[src/rtl/core_pkg.sv]
// Core-wide constants and the WB control bundle shared by the pipeline registers.
package core_pkg;

  localparam int DATA_W     = 64;
  localparam int REG_ADDR_W = 5;

  // WB-stage control bits carried through the EX/MEM and MEM/WB registers.
  typedef struct packed {
    logic reg_write;
    logic mem_to_reg;
  } wb_ctrl_t;

  localparam wb_ctrl_t WB_BUBBLE = '{reg_write: 1'b0, mem_to_reg: 1'b0};

endpackage

[src/rtl/mem_wb_pipe_reg_pipe_reg.sv]
// Generic WIDTH-bit register.
// Loads on every rising edge and clears asynchronously when rst_ni is low.
module pipe_reg #(
  parameter int WIDTH = 1
) (
  input  logic             clk_i,
  input  logic             rst_ni,
  input  logic [WIDTH-1:0] d_i,
  output logic [WIDTH-1:0] q_o
);

  logic [WIDTH-1:0] data_q;

  always_ff @(posedge clk_i or negedge rst_ni) begin
    if (!rst_ni) begin
      data_q <= '0;
    end else begin
      data_q <= d_i;
    end
  end

  assign q_o = data_q;

endmodule

[src/rtl/mem_wb_pipe_reg.sv]
// MEM/WB pipeline register of the 64-bit RISC-V core.
// All MEM-stage results are held in one flop bundle and presented to WB one cycle later.
module mem_wb_pipe_reg
  import core_pkg::*;
#(
  parameter int DATA_W     = core_pkg::DATA_W,
  parameter int REG_ADDR_W = core_pkg::REG_ADDR_W
) (
  input  logic                  clk,
  input  logic                  reset,
  input  logic                  RegWrite,
  input  logic                  MemtoReg,
  input  logic [DATA_W-1:0]     Dataout_Memory,
  input  logic [DATA_W-1:0]     AluOut_in,
  input  logic [REG_ADDR_W-1:0] Rd_in,
  output logic                  RegWrite_Out,
  output logic                  MemtoReg_Out,
  output logic [DATA_W-1:0]     DataOut,
  output logic [DATA_W-1:0]     AluOut,
  output logic [REG_ADDR_W-1:0] Rd_out
);

  localparam int CTRL_W   = $bits(wb_ctrl_t);
  localparam int BUNDLE_W = CTRL_W + 2 * DATA_W + REG_ADDR_W;

  generate
    if (DATA_W <= 0) begin : g_bad_data_w
      $error("mem_wb_pipe_reg: DATA_W must be positive");
    end
    if (REG_ADDR_W <= 0) begin : g_bad_reg_addr_w
      $error("mem_wb_pipe_reg: REG_ADDR_W must be positive");
    end
  endgenerate

  wb_ctrl_t              ctrl_d;
  wb_ctrl_t              ctrl_q;
  logic [BUNDLE_W-1:0]   bundle_d;
  logic [BUNDLE_W-1:0]   bundle_q;

  assign ctrl_d   = '{reg_write: RegWrite, mem_to_reg: MemtoReg};
  assign bundle_d = {ctrl_d, Dataout_Memory, AluOut_in, Rd_in};

  // A cleared bundle is a bubble: reg_write=0 suppresses writeback.
  pipe_reg #(
    .WIDTH (BUNDLE_W)
  ) u_bundle_reg (
    .clk_i  (clk),
    .rst_ni (reset),
    .d_i    (bundle_d),
    .q_o    (bundle_q)
  );

  assign {ctrl_q, DataOut, AluOut, Rd_out} = bundle_q;
  assign RegWrite_Out = ctrl_q.reg_write;
  assign MemtoReg_Out = ctrl_q.mem_to_reg;

endmodule

[config.mk]
export PLATFORM = sky130hd
export DESIGN_NAME = mem_wb_pipe_reg
export DESIGN_NICKNAME = d
export VERILOG_FILES = /design/src/rtl/core_pkg.sv /design/src/rtl/mem_wb_pipe_reg_pipe_reg.sv /design/src/rtl/mem_wb_pipe_reg.sv
export SDC_FILE = /design/constraint.sdc
export NUM_CORES = 1
export LEC_CHECK = 0
export CAP_MARGIN = 20
export CORE_ASPECT_RATIO = 2
export CORE_MARGIN = 4
export CORE_UTILIZATION = 25
export DETAILED_ROUTE_END_ITERATION = 10
export HOLD_SLACK_MARGIN = 0.03
export SYNTH_ARGS = -nofsm -noshare
export SYNTH_HDL_FRONTEND = slang
export SYNTH_SLANG_ARGS = --single-unit
export TNS_END_PERCENT = 10
[constraint.sdc]
create_clock -name clk -period 0.8 [get_ports clk]
set_clock_uncertainty 0.15 [all_clocks]
set_input_delay 0.08 -clock clk [delete_from_list [all_inputs] [get_ports clk]]
set_output_delay 0.08 -clock clk [all_outputs]
set_load 0.01 [all_outputs]
==> After elaboration in Yosys (flattened, before gate mapping) <==
Cells that the tools add are included.
{ "word_totals": {"ff_bits": 135, "in_bits": 137, "out_inout_bits": 135} }

==> Logic depth before layout (Yosys ltp) <==
{ "depth": {"ltp_word": 0, "ltp_mapped": 0, "depth_no_buf": 0} }

==> Worst setup path after synthesis <==
No wires, ideal clock.
{ "synth_timing": {"kind": "reg-to-output", "from": "register u_bundle_reg.data_q[5], in the netlist u_bundle_reg.q_o[5]", "to": "output AluOut[0]", "arrival_ns": 0.376, "path_slack_ns": 0.194, "path_stages_with_launch": 1, "path_buffers": 0, "path_cell_list": "dfrtp_1"} }
{ "synth_lines": {"columns": ["item", "line", "source"], "rows": [
  ["from (decl)", "mem_wb_pipe_reg_pipe_reg.sv:12", "logic [WIDTH-1:0] data_q;"],
  ["from (signal assigned)", "mem_wb_pipe_reg_pipe_reg.sv:18", "data_q <= d_i;"],
  ["to (decl)", "mem_wb_pipe_reg.sv:19", "output logic [DATA_W-1:0] AluOut,"]
]} }
No word-level cell between the ends.

==> Worst setup path in the final report <==
{ "layout_timing": {"from": "register u_bundle_reg.data_q[34], in the netlist u_bundle_reg.q_o[34]", "to": "output AluOut[29]"} }
No word-level cell between the ends.

==> key figures <==
Logic synthesis
  – Unique cell type count in the Yosys netlist: 1
  – Syn_nets: 272
  – Average size of a mapped cell: 25.02 um^2
  – Synthesized area: 3378 um^2
  – Cell count after synthesis: 135
  – Register area share after synthesis: 100.0%
  – Synthesis-stage register bit count: 135
  – Yosys warnings: 0

Clock tree
  – Post-CTS Repair Setup Buffers: 0
  – Sink Count: 135
  – Number of H-tree levels: 4
  – Total CTS buffers: 17
  – TritonCTS clock tree: built
  – Root Driver: clkbuf_16
  – Max Root-Sink Buffers: 2
  – Worst-path clk slew: 0.06 ns

Routing
  – Vias per inst: 3.854
  – Iteration-0 DRC count of the detailed router: 19
  – Routed WL: between 10000 and 15000 um
  – DRC: 0
  – Avg WL per Cell: roughly 19 um
  – First-pass DRT Iterations: 4
  – DR vias: 2297
  – Remaining antenna violation count: 0

STA
  – Pins Over Slew Limit: 0
  – Max frequency: just under 0.9 GHz
  – Hold_ws: -0.6393 ns
  – Min cycle time layout: 1.148 ns
  – Slew at the pin closest to its max-slew limit: 0.2269 ns
  – Setup TNS Final: -43.58 ns
  – Fin worst setup slack: -0.3479 ns
  – Slew HR: 84.87%
  – RSZ-0062 raised after global routing: true
  – Final period util: 143.5%
  – # setup viols final: 135
  – Final Hold Fails: 262

Floorplan
  – Initial Util: around a quarter
  – Die area: 15550 um^2
  – Core Rows: just under 60
  – Io pins: about 270
  – Core area: 13140 um^2
  – Die width: 90.20 um
  – Die H: 172.4 um

Placed design
  – Dpl hpwl: slightly below 9000 um
  – Pre-CTS WS: -0.3210 ns
  – Dpl cells: 563
  – Port Buffers: 271
  – Routability Congestion: between 0.7 and 0.8

Global routing
  – Overflow left after global routing: 0
  – Total GRT Usage: roughly 14%
  – Antenna violations before repair: 0
  – Vias in the first global route: between 2000 and 3000
  – Global-route wire length before repair: 16170 um
  – Largest net degree at the start of global routing: 42

Power and ir drop
  – Worst VDD drop: 1.444 mV
  – Leakage: about 3.1 nW
  – Cell area power density: 2608 nW/um^2
  – Overall power: 0.01741 W

Worst setup path
  – Worst path max stage delay: 0.38 ns
  – Buf/Inv on CP: 1
  – Worst setup EP type: output pin
  – Crit Path Max Fanout: 1
  – Top delay family on crit path: flip-flops
  – Worst path cell trace: buf_2
  – Worst Path Arrival: 0.92 ns
  – CP Launch Type: flop
  – CP Class: flop to output pin
  – CP max-delay cell: dfrtp_1
  – Critical Path RT: 0.57 ns

Cells and area
  – Max FFs per register: between 100 and 150
  – Multi-Input Combinational: 0
  – P&R area growth vs syn: 97.56%
  – Commonest non-fill, non-tap cells in the layout: clkdlybuf4s50_1, dfrtp_1, buf_2
  – Multi-input gate area: 0 um^2
  – Final Non-Filler Cells: approximately 600
  – Seq. cell area: 3378 um^2
  – Fraction of layout instances using a drive strength above 1: 38.60%
  – Final #Nets: approximately 570
  – Fillers: 1176

Outcome
  – Violated checks: hold timing, setup timing
  – Status: finished with violations

Job
  – Max capacitance violation total: 0

Min path
  – Worst Hold Class: primary input to async pin
## where the power goes
part / switching [W] / internal [W] / leakage (nW) / total, W
Combinational: 0.000586 / 0.00100 / 1.22 / 0.00159
Sequential: 0.000112 / 0.00717 / 1.57 / 0.00729
Clock: 0.00294 / 0.00559 / 0.307 / 0.00853
## final timing paths
| check | from | to | slack, ns | depth (start not counted) |
|---|---|---|---|---|
| min in group clk | Dataout_Memory[57] | u_bundle_reg.q_o[126] | -0.04 | 1 |
| min | reset | u_bundle_reg.q_o[38] | -0.64 | 1 |
| max | u_bundle_reg.q_o[34] | AluOut[29] | -0.35 | 1 |
| max in group asynchronous | reset | u_bundle_reg.q_o[60] | 0.66 | 2 |
## logic make-up (layout without fill, tap and decap cells)
| kind of cell | count (synthesis) | in the layout | share of synthesized area (%) |
|---|---|---|---|
| buf+inv | 0 | 308 | 0 |
| flops | 135 | 135 | 100.0 |
| other cells | 0 | 1 | 0 |
## metal layers
metal	part of all wire, %	routed length, um	vias up	track usage [%]
li1	-	-	1011	-
met1	31	3555	1134	14.12
met2	57	6464	133	25.15
met3	8.2	932	19	6.138
met4	3.1	352	0	8.539
met5	0	0	-	0
## cell type report
class	instances	share of cell area, %
repair buffers	276	36.73
well taps	152	2.850
clock inverters	13	3.281
diodes	1	0.03750
flip-flops and latches	135	50.62
clock buffers	19	6.487
## metrics by stage
stage | area (um^2) | utilization [%]
after CTS | 6546 | 49.82
after global routing | 6671 | 50.77
after detailed placement | 6357 | 48.38
final | 6674 | 50.79
after global placement | 6357 | 48.38
after floorplan | 3378 | -
## what timing repair did
item / CTS / global route
resized for setup: 581 / 21
setup endpoints to repair: 135 / 135
hold endpoints to repair: 270 / 270
## cell usage after synthesis
cell type  count  share of area [%]
dfrtp_1      135                100
Note: power is estimated with default switching activity, not from simulation.
==> RTL edit: new RTL, config.mk and constraints unchanged <==
Change the package constant `DATA_W` from 64 to 128.
--- a/src/rtl/core_pkg.sv
+++ b/src/rtl/core_pkg.sv
@@ -1,7 +1,7 @@
 // Core-wide constants and the WB control bundle shared by the pipeline registers.
 package core_pkg;
 
-  localparam int DATA_W     = 64;
+  localparam int DATA_W     = 128;
   localparam int REG_ADDR_W = 5;
 
   // WB-stage control bits carried through the EX/MEM and MEM/WB registers.
Ports: changed (resized AluOut, AluOut_in, DataOut and Dataout_Memory); port bits go from 272 to 528. No check against the original RTL was run, so the function may have changed too.
==> RTL edit against the unedited design <==
The flow now stops in 4_1_cts. Area after synthesis increased by 95%.
==> RTL edit: results (changes against the unedited design) <==
clock_tree:
  postCtsHoldBufs: 238
  htreeDepth: 1  # was 4
  post_cts_resized: 1101  # was 581
  cts_buffers: 24  # was 17
  cts-root-buf: "clkbuf_16"  # unchanged
  cts_buffer_depth: 3  # was 2
  post_cts.repair.setup_buffers: 0  # unchanged
status:
  error: "[ERROR RSZ-0060] Max buffer count reached."
  status: "did not finish"  # was complete, but fails checks
  haltStage: "4_1_cts"
yosys:
  ys_types: 1  # unchanged
  synth_ff_type: "dfrtp_1"  # unchanged
  synth_nets: 528  # was 272
  yosys_warnings: 0  # unchanged
  yosysMostFrequentCell: "dfrtp_1"  # unchanged
  ys_top_cells_by_area: "dfrtp_1"  # unchanged
  ys_ff_latch: 263  # was 135
  synth_common_cells: "dfrtp_1"  # unchanged
  seq_area_frac_synth_pct: 100.0  # unchanged
  async_flop_share_pct: 100.0  # unchanged
placement:
  portBuffers: 527  # was 271
  place_area_um2: 12430  # was 6357 µm²
  place_congestion: 0.8489  # was 0.7293
  dp_hpwl_mm: 21.04  # was 8.917 mm
floorplanning:
  die_w_um: 122.7  # was 90.20 µm
==> RTL edit: cells by family after synthesis <==
kind of cell	count (synthesis)	synth area share [%]
flip-flops	263	100.0
==> RTL edit: metrics by stage <==
step,worst slack (ns),setup TNS [ns],cells
detailed placement,-0.3980,-76.07,1143
global placement,-0.4027,-75.39,1143
floorplan,0.1944,0,263
